<file path="config.mk">
export PLATFORM = sky130hd
export DESIGN_NAME = uart_tx_fifo_param
export DESIGN_NICKNAME = d
export VERILOG_FILES = /design/src/rtl/uart_pkg.sv /design/src/rtl/uart_sync_fifo.sv /design/src/rtl/uart_tx_fifo_param.sv
export SDC_FILE = /design/constraint.sdc
export NUM_CORES = 1
export LEC_CHECK = 0
export CORE_MARGIN = 2
export CORE_UTILIZATION = 30
export DETAILED_ROUTE_END_ITERATION = 10
export GPL_TIMING_DRIVEN = 0
export PLACE_DENSITY = 0.46
export SKIP_CTS_REPAIR_TIMING = 1
export SLEW_MARGIN = 5
export SYNTH_ARGS = -nofsm -noshare
export SYNTH_HDL_FRONTEND = slang
export SYNTH_SLANG_ARGS = --single-unit
</file>
<file path="constraint.sdc">
create_clock -name clk -period 3.8 [get_ports clk]
set_input_delay 0.76 -clock clk [delete_from_list [all_inputs] [get_ports clk]]
set_output_delay 0.76 -clock clk [all_outputs]
set_load 0.02 [all_outputs]
</file>
<file path="src/rtl/uart_pkg.sv">
// Shared UART definitions: parity modes, FSM state encoding and the parity helper,
// common to the transmitter and the future parametrised receiver.
package uart_pkg;

  localparam logic [1:0] PAR_NONE = 2'd0;
  localparam logic [1:0] PAR_ODD  = 2'd1;
  localparam logic [1:0] PAR_EVEN = 2'd2;

  localparam logic [2:0] ST_IDLE_ENC   = 3'd0;
  localparam logic [2:0] ST_START_ENC  = 3'd1;
  localparam logic [2:0] ST_DATA_ENC   = 3'd2;
  localparam logic [2:0] ST_PARITY_ENC = 3'd3;
  localparam logic [2:0] ST_STOP_ENC   = 3'd4;

  typedef enum logic [2:0] {
    ST_IDLE   = ST_IDLE_ENC,
    ST_START  = ST_START_ENC,
    ST_DATA   = ST_DATA_ENC,
    ST_PARITY = ST_PARITY_ENC,
    ST_STOP   = ST_STOP_ENC
  } uart_state_e;

  // Word is zero-extended, so the extra high bits do not disturb the XOR.
  function automatic logic parity_bit(input logic [15:0] word, input logic [1:0] mode);
    logic p;
    p = ^word;
    if (mode == PAR_ODD) begin
      return ~p;
    end else begin
      return p;
    end
  endfunction

endpackage

</file>
<file path="src/rtl/uart_sync_fifo.sv">
// Synchronous FIFO with registered read data (updated on pop) and occupancy count.
module uart_sync_fifo
  import uart_pkg::*;
#(
  parameter int DEPTH = 16,
  parameter int WIDTH = 8
) (
  input  logic                   clk,
  input  logic                   rst,
  input  logic                   push,
  input  logic [WIDTH-1:0]       push_data,
  input  logic                   pop,
  output logic [WIDTH-1:0]       pop_data,
  output logic                   full,
  output logic                   empty,
  output logic [$clog2(DEPTH):0] count
);

  localparam int AW = $clog2(DEPTH);

  logic [WIDTH-1:0] mem_r [DEPTH];
  logic [AW-1:0]    wr_ptr_r;
  logic [AW-1:0]    rd_ptr_r;
  logic [AW:0]      count_r;
  logic [WIDTH-1:0] pop_data_r;
  logic             push_ok_s;
  logic             pop_ok_s;

  assign full      = (count_r == (AW+1)'(DEPTH));
  assign empty     = (count_r == (AW+1)'(0));
  assign push_ok_s = push & ~full;
  assign pop_ok_s  = pop & ~empty;
  assign pop_data  = pop_data_r;
  assign count     = count_r;

  // Storage array; contents are don't-care until written.
  always_ff @(posedge clk) begin
    if (push_ok_s) begin
      mem_r[wr_ptr_r] <= push_data;
    end
  end

  // Pointers, occupancy and read register; pointers wrap naturally at power-of-two depth.
  always_ff @(posedge clk) begin
    if (rst) begin
      wr_ptr_r   <= {AW{1'b0}};
      rd_ptr_r   <= {AW{1'b0}};
      count_r    <= {(AW+1){1'b0}};
      pop_data_r <= {WIDTH{1'b0}};
    end else begin
      if (push_ok_s) begin
        wr_ptr_r <= wr_ptr_r + 1'b1;
      end
      if (pop_ok_s) begin
        pop_data_r <= mem_r[rd_ptr_r];
        rd_ptr_r   <= rd_ptr_r + 1'b1;
      end
      case ({push_ok_s, pop_ok_s})
        2'b10:   count_r <= count_r + 1'b1;
        2'b01:   count_r <= count_r - 1'b1;
        default: count_r <= count_r;
      endcase
    end
  end

endmodule

</file>
<file path="src/rtl/uart_tx_fifo_param.sv">
// Parametrised UART transmitter fed by a small FIFO; frames are sent back-to-back
// while data is buffered, and tx_done pulses during the last stop-bit cycle on the line.
module uart_tx_fifo_param
  import uart_pkg::*;
#(
  parameter int CLKS_PER_BIT = 435,
  parameter int DATA_BITS    = 8,
  parameter int PARITY       = 0,
  parameter int STOP_BITS    = 1,
  parameter int FIFO_DEPTH   = 16
) (
  input  logic                        clk,
  input  logic                        rst,
  input  logic                        tx_valid,
  input  logic [DATA_BITS-1:0]        tx_data,
  output logic                        tx_ready,
  output logic                        tx_serial_out,
  output logic                        tx_active,
  output logic                        tx_done,
  output logic [$clog2(FIFO_DEPTH):0] fifo_count
);

  localparam int             CW        = (CLKS_PER_BIT > 1) ? $clog2(CLKS_PER_BIT) : 1;
  localparam logic [CW-1:0]  CNT_LAST  = CW'(CLKS_PER_BIT - 1);
  localparam logic [3:0]     DATA_LAST = 4'(DATA_BITS - 1);
  localparam logic [3:0]     STOP_LAST = 4'(STOP_BITS - 1);
  localparam logic [1:0]     PAR_MODE  = 2'(PARITY);

  if (CLKS_PER_BIT < 2) begin : g_bad_cpb
    $error("uart_tx_fifo_param: CLKS_PER_BIT must be >= 2");
  end
  if (DATA_BITS < 5 || DATA_BITS > 9) begin : g_bad_data
    $error("uart_tx_fifo_param: DATA_BITS must be 5..9");
  end
  if (PARITY < 0 || PARITY > 2) begin : g_bad_par
    $error("uart_tx_fifo_param: PARITY must be 0, 1 or 2");
  end
  if (STOP_BITS < 1 || STOP_BITS > 2) begin : g_bad_stop
    $error("uart_tx_fifo_param: STOP_BITS must be 1 or 2");
  end
  if (FIFO_DEPTH < 2 || (FIFO_DEPTH & (FIFO_DEPTH - 1)) != 0) begin : g_bad_depth
    $error("uart_tx_fifo_param: FIFO_DEPTH must be a power of two >= 2");
  end

  uart_state_e          state_r, state_s;
  logic [CW-1:0]        cnt_r, cnt_s;
  logic [3:0]           bit_r, bit_s;
  logic                 serial_r, active_r, done_r;
  logic                 line_s, active_s, done_s;
  logic                 push_s, pop_s, full_s, empty_s, par_s;
  logic [DATA_BITS-1:0] word_s;
  logic [15:0]          word_ext_s;

  assign tx_ready      = ~full_s;
  assign push_s        = tx_valid & ~full_s;
  assign word_ext_s    = 16'(word_s);
  assign par_s         = parity_bit(word_ext_s, PAR_MODE);
  assign tx_serial_out = serial_r;
  assign tx_active     = active_r;
  assign tx_done       = done_r;

  // The FIFO read register doubles as the latched word for the frame in flight.
  uart_sync_fifo #(
    .DEPTH (FIFO_DEPTH),
    .WIDTH (DATA_BITS)
  ) u_fifo (
    .clk       (clk),
    .rst       (rst),
    .push      (push_s),
    .push_data (tx_data),
    .pop       (pop_s),
    .pop_data  (word_s),
    .full      (full_s),
    .empty     (empty_s),
    .count     (fifo_count)
  );

  // Next-state logic; line/active/done describe the current state and are registered.
  always_comb begin
    state_s  = state_r;
    cnt_s    = cnt_r;
    bit_s    = bit_r;
    pop_s    = 1'b0;
    line_s   = 1'b1;
    active_s = 1'b0;
    done_s   = 1'b0;
    case (state_r)
      ST_IDLE: begin
        if (!empty_s) begin
          pop_s   = 1'b1;
          state_s = ST_START;
          cnt_s   = {CW{1'b0}};
          bit_s   = 4'd0;
        end else begin
          state_s = ST_IDLE;
        end
      end
      ST_START: begin
        line_s   = 1'b0;
        active_s = 1'b1;
        if (cnt_r == CNT_LAST) begin
          cnt_s   = {CW{1'b0}};
          bit_s   = 4'd0;
          state_s = ST_DATA;
        end else begin
          cnt_s = cnt_r + 1'b1;
        end
      end
      ST_DATA: begin
        line_s   = word_ext_s[bit_r];
        active_s = 1'b1;
        if (cnt_r == CNT_LAST) begin
          cnt_s = {CW{1'b0}};
          if (bit_r == DATA_LAST) begin
            bit_s = 4'd0;
            if (PAR_MODE != PAR_NONE) begin
              state_s = ST_PARITY;
            end else begin
              state_s = ST_STOP;
            end
          end else begin
            bit_s = bit_r + 4'd1;
          end
        end else begin
          cnt_s = cnt_r + 1'b1;
        end
      end
      ST_PARITY: begin
        line_s   = par_s;
        active_s = 1'b1;
        if (cnt_r == CNT_LAST) begin
          cnt_s   = {CW{1'b0}};
          bit_s   = 4'd0;
          state_s = ST_STOP;
        end else begin
          cnt_s = cnt_r + 1'b1;
        end
      end
      ST_STOP: begin
        line_s   = 1'b1;
        active_s = 1'b1;
        if (cnt_r == CNT_LAST) begin
          cnt_s = {CW{1'b0}};
          if (bit_r == STOP_LAST) begin
            done_s = 1'b1;
            bit_s  = 4'd0;
            // Chain straight into the next start bit when more data is waiting.
            if (!empty_s) begin
              pop_s   = 1'b1;
              state_s = ST_START;
            end else begin
              state_s = ST_IDLE;
            end
          end else begin
            bit_s = bit_r + 4'd1;
          end
        end else begin
          cnt_s = cnt_r + 1'b1;
        end
      end
      default: begin
        state_s = ST_IDLE;
        cnt_s   = {CW{1'b0}};
        bit_s   = 4'd0;
      end
    endcase
  end

  // State, counters and registered line outputs.
  always_ff @(posedge clk) begin
    if (rst) begin
      state_r  <= ST_IDLE;
      cnt_r    <= {CW{1'b0}};
      bit_r    <= 4'd0;
      serial_r <= 1'b1;
      active_r <= 1'b0;
      done_r   <= 1'b0;
    end else begin
      state_r  <= state_s;
      cnt_r    <= cnt_s;
      bit_r    <= bit_s;
      serial_r <= line_s;
      active_r <= active_s;
      done_r   <= done_s;
    end
  end

endmodule

</file>
-- Yosys cells after proc, flatten, opt, wreduce, memory -nomap -nowiden
Memories as Yosys holds them, arrays and structs flattened. A register that Yosys moved wholly into a read port is not among the register bits.
Cells that the tools add are included.
Widths: inputs -> output; s select.
- register bits after elaboration: 32
- bits in writable memories: 128
- input bits: 11
- output and inout bits: 9
- memories: 1
- $add $sub $neg: 6
- magnitude comparators: 1
- equal/unequal tests: 17
- multiplexer cells: 30
- bitwise logic cells: 7
- reductions and logical operators: 10
- memories (name ; words ; width ; rd ports ; clocked after memory_dff ; write ports ; RTL line ; source):
    u_fifo.mem_r ; 16 ; 8 ; 1 ; 1 ; 1 ; uart_sync_fifo.sv:21 ; logic [WIDTH-1:0] mem_r [DEPTH];
- operators by type and width (kind ; number):
    $mux 4 ; 6
    $mux 3 ; 6
    $mux 9 ; 2
    $pmux 9 s2 ; 1
    $pmux 4 s4 ; 1
    $reduce_xor 16->1 ; 1
    $pmux 3 s5 ; 1
    $ne 2x2->1 const B ; 7
    $add 4x1->4 const B ; 3
    $pmux 5 s2 ; 1
    $add 9x1->9 const B ; 1
    $eq 9x9->1 const B ; 1
    $mux 1 ; 9
    $eq 3x2->1 const B ; 2
    $reduce_and 6->1 ; 1
    $add 5x1->5 const B ; 1
    $eq 5x5->1 const B ; 1
    $logic_not 5->1 ; 1
    $lt 4x5->1 const B ; 1
    $sub 5x1->5 const B ; 1
    $bmux 1 s4 ; 1
    $eq 4x3->1 const B ; 1
    $logic_not 4->1 ; 1
    $not 1->1 ; 4
    other kinds (14) ; 16

-- Logic depth before layout (Yosys ltp)
- word-level depth: 8
- mapped depth: 14
- mapped depth without buffers: 13

-- By module
Synthesis repeated with hierarchy kept, for this count alone.
- cells, all modules: 501
- area, all modules: 7299.5 µm²
- by module, submodules not included (module ; instances ; cells an instance ; area each (µm²) ; seq. area each (µm²)):
    uart_sync_fifo ; 1 ; 360 ; 6012.0 ; 4264.1
    uart_tx_fifo_param ; 1 ; 141 ; 1287.5 ; 380.4

-- Worst setup path before layout
OpenSTA, ideal clock, no wires.
- path kind: reg-to-reg
- start: reg bit_r[0]
- end: reg u_fifo.count_r[4] (netlist: u_fifo.count[4])
- setup time: 0.070 ns
- arrival time: 3.474 ns
- slack: 0.255 ns
- stages on the path, launching flop included: 15
- path buffers: 1
- period minus slack after synthesis: 3.545 ns
- path through: dfxtp_1 inv_1 ha_1 or3b_2 or3_1 a2111o_1 inv_1 buf_4 ha_1 ha_1 a21o_1 a21oi_1 xor2_1 or3_1 a21oi_1
- longest elaborated chain between the ends: 7
- elaborated cells on any way between the ends: 9
- RTL lines (what ; RTL line ; source):
    start, declared ; uart_tx_fifo_param.sv:47 ; logic [3:0] bit_r, bit_s;
    start signal, assigned ; uart_tx_fifo_param.sv:181 ; bit_r <= bit_s;
    $logic_not 4->1 * ; uart_tx_fifo_param.sv:144 ; if (bit_r == STOP_LAST) begin
    $mux 1 * ; uart_tx_fifo_param.sv:144 ;
    $mux 1 * ; uart_tx_fifo_param.sv:142 ; if (cnt_r == CNT_LAST) begin
    $pmux 1 s2 * ; uart_tx_fifo_param.sv:87 ; case (state_r)
    $and 1x1->1 * ; uart_sync_fifo.sv:32 ; assign pop_ok_s = pop & ~empty;
    via u_fifo.pop_ok_s ; uart_sync_fifo.sv:27 ; logic pop_ok_s;
    $eq 2x1->1 / $eq 2x2->1 (equally long branches) ; uart_sync_fifo.sv:58 ; case ({push_ok_s, pop_ok_s})
    $pmux 5 s2 / $reduce_bool 2->1 (equally long branches) ; -- ;
    end signal, assigned ; uart_sync_fifo.sv:59 ; 2'b10: count_r <= count_r + 1'b1;
    end signal, assigned ; uart_sync_fifo.sv:60 ; 2'b01: count_r <= count_r - 1'b1;
    end signal, assigned ; uart_sync_fifo.sv:61 ; default: count_r <= count_r;
    end, declared ; uart_sync_fifo.sv:24 ; logic [AW:0] count_r;
Mark *: on every way through the listed nets, which the timed path passes. The rest lies on a longest branch.
A chain may end at the register's enable or synchronous reset.

-- Final worst setup path
- start: reg bit_r[1]
- end: reg u_fifo.count_r[4] (netlist: u_fifo.count[4])
Same word-level chain as after synthesis.

==> metrics.yaml <==
grt.total_usage_pct: 13.20
syn-num-nets: 493
rsz0062_at_grt: "false"
placeableCoreArea_sq_um: 22710
io_pins: 20
hold_path_end: "u_fifo.pop_data[6]"
grt_pass1_wl_mm: 23.33
power_w: 0.005657
power.leakage_nw: 2.613
yosysUniqueCellTypes: 44
syn_to_final_growth_pct: 17.73
end_kind: "flip-flop"
synth_edf_count: 128
avgSynthCellArea_sq_um: 14.85
period_needed_ps: 3624
grt_max_degree: 21
syn_area_sq_um: 6950
pwr_density_cell_nw_per_um2: 691.4
setup_viol: 0
rr_endpoint: "u_fifo.count[4]"
overflow: 0
finalMaxSlewViolations: 0
clockBufferDepth: 2
worstSetupStartpointType: "flip-flop"
crit_fanout: 10
r2r_setup_slack_ps: 180
vias_per_cell: 4.860
path_cells: "inv_1, ha_1, or3b_2, or3_1, a2111o_1, inv_2, buf_6, ha_4, ha_1, a21o_1, a21oi_1, xor2_1, or3_1, a21oi_1"
max_clock_freq_mhz: 275.9
start_util_pct: 30.61
async_reset_ff_share_pct: 0
path_clk_slew_ps: 70
vdd_drop_max_mv: 0.2646
final_layout_size_suffix_gt1_share_pct: 16.92
die_h_um: 156.2
synthCells: 468
drv_cap: 0
yosysSeqAreaShare_pct: 66.82
holdWs_ps: 522.3
clock_latency_ps: 440
ant_nets: 0
setup_slack_ps: 175.9
fin_crit_sh_pct: 95.37
crit-reg2reg-launch: "bit_r[1]"
htreeDepth: 4
place.gp.congestion: 0.7527
antenna_found_initial: 0
drt_iter0_markers: 236
root_buffer: "clkbuf_16"
worstPathArrival_ps: 3980
pre_cts_ws_ps: -171.4
hold_path_startpoint: "u_fifo.pop_data[6]"
post-dp-hpwl_mm: 10.18
min_path_cells: 2
fin_nets: 532
dp.cells: 772
cpMaxStageDelayCell: "or3b_2"
hold_viol: 0
wire_per_inst_um: 18.82
dieArea_sq_um: 24400
crit_type: "reg2reg"
wl_mm: 15.15
worst-r2r-cell-count: 14
status: "finished, final reports clean"
relSlewSlack_pct: 18.35
finClkSkew_ps: 13.71
grt_pass1_vias: 3942
cts_tree: "yes"
synthFlopType: "edfxtp_1"
rows: 55
io_buffers: 19
dr.pass1.iters: 5
cts_buffers: 17
synth-seq-cells: 168
cpPeakStageDelay_ps: 470
required_ps: 4160
cts_sinks: 168
setup_tns_ps: 0
die_width_um: 156.2
tightest_slew_ps: 1215
stdcell_count: 805
drc_errors: 0
n_antenna_cell: 0
vias: 3912
hp-class: "reg2reg"
ys_warn_count: 0
==> Yosys cell counts (12+ instances only) <==
master | number | area share (%)
edfxtp_1 | 128 | 55
nor2_1 | 50 | 2.7
dfxtp_1 | 40 | 12
mux4_2 | 26 | 8.4
clkbuf_1 | 20 | 1.1
mux2_2 | 16 | 2.6
nand2_1 | 16 | 0.86
nor3_1 | 16 | 1.2
a21oi_1 | 15 | 1.1
o22ai_1 | 14 | 1.3
xnor2_1 | 14 | 1.8
ha_1 | 13 | 2.3
o21ai_0 | 12 | 0.86
==> through the flow <==
step	utilization, %	area [sq um]
after CTS	35.92	8158
after detailed placement	33.08	7512
final	36.03	8183
after global routing	36.03	8183
after floorplan	-	6950
after global placement	33.01	7497
==> worst max-delay path, delay by kind of cell, from the launching register on <==
family                   cells  cell delay, ps
flip-flops                   1             380
AND/OR/NAND/NOR              3            1200
XOR/XNOR                     1             100
buffers and inverters        3             360
adder cells (fa/ha/maj)      3             580
AO/OA/AOI/OAI                4             940
==> kinds of logic after synthesis <==
family                     share of synthesized area [%]
DFF                                                66.82
AOI/OAI and AO/OA                                  4.861
adders and majority gates                          2.628
muxes                                              12.31
and+or+nand+nor                                    8.407
buffers and inverters                              1.944
xor gates and xnor gates                           3.024
==> registers in the layout, indices dropped and copies added (netlist names) <==
name,count
bit_r,4
cnt_r,9
state_r,3
tx_active,1
tx_done,1
tx_serial_out,1
u_fifo.count,5
u_fifo.mem_r,128
u_fifo.pop_data,8
u_fifo.rd_ptr_r,4
u_fifo.wr_ptr_r,4
==> per-layer routing <==
layer  GRT usage (%)  share of wire (%)  vias to the layer above
met3           2.437                3.4                       16
met5               0                  0                        -
met2           21.51                 49                       58
met1           17.42                 46                     1979
li1                -                  -                     1859
met4           5.461                1.6                        0
==> area by class of cell <==
| type | count | area [sq um] |
|---|---|---|
| fillers | 2175 | 14530 |
| flip-flops and latches | 168 | 4646 |
| multi-input cells | 266 | 2198 |
| clock buffers | 17 | 425.4 |
| well taps | 285 | 356.6 |
| clock inverters | 15 | 220.2 |
| repair buffers | 20 | 197.7 |
| plain buffers | 25 | 105.1 |
| inverters | 9 | 33.78 |
==> how the worst max path moves through the flow <==
stage / slack, ps / startpoint / depth (start not counted) / to
after floorplan: 260 / bit_r[0] / 14 / u_fifo.count[4]
after global placement: -150 / bit_r[0] / 14 / u_fifo.count[4]
after detailed placement: -170 / bit_r[0] / 14 / u_fifo.count[4]
after CTS: -200 / bit_r[0] / 14 / u_fifo.count[4]
after global routing: 20 / bit_r[1] / 14 / u_fifo.count[4]
final: 180 / bit_r[1] / 14 / u_fifo.count[4]
==> layout by cell type, fill, tap and decap left out, types with 4 or more instances in the layout <==
cell type and n:
clkbuf_16 17, xor2_1 10, clkdlybuf4s50_1 19, clkbuf_1 20, o21ai_0 12, nor3_1 13
o22ai_1 14, or3_1 6, dfxtp_1 39, nand2b_1 4, clkinv_8 7, nand2_1 16
mux4_2 26, inv_1 8, xnor2_1 14, edfxtp_1 128, mux2_2 16, a211oi_1 5
mux2i_1 9, ha_1 12, a21oi_1 15, nor2_1 50, nand3_1 10
==> power breakdown <==
part	internal, W	switching [W]
Clock	0.000966	0.000848
Combinational	0.000693	0.000925
Sequential	0.00212	0.000105
(Power assumes the default switching activity.)
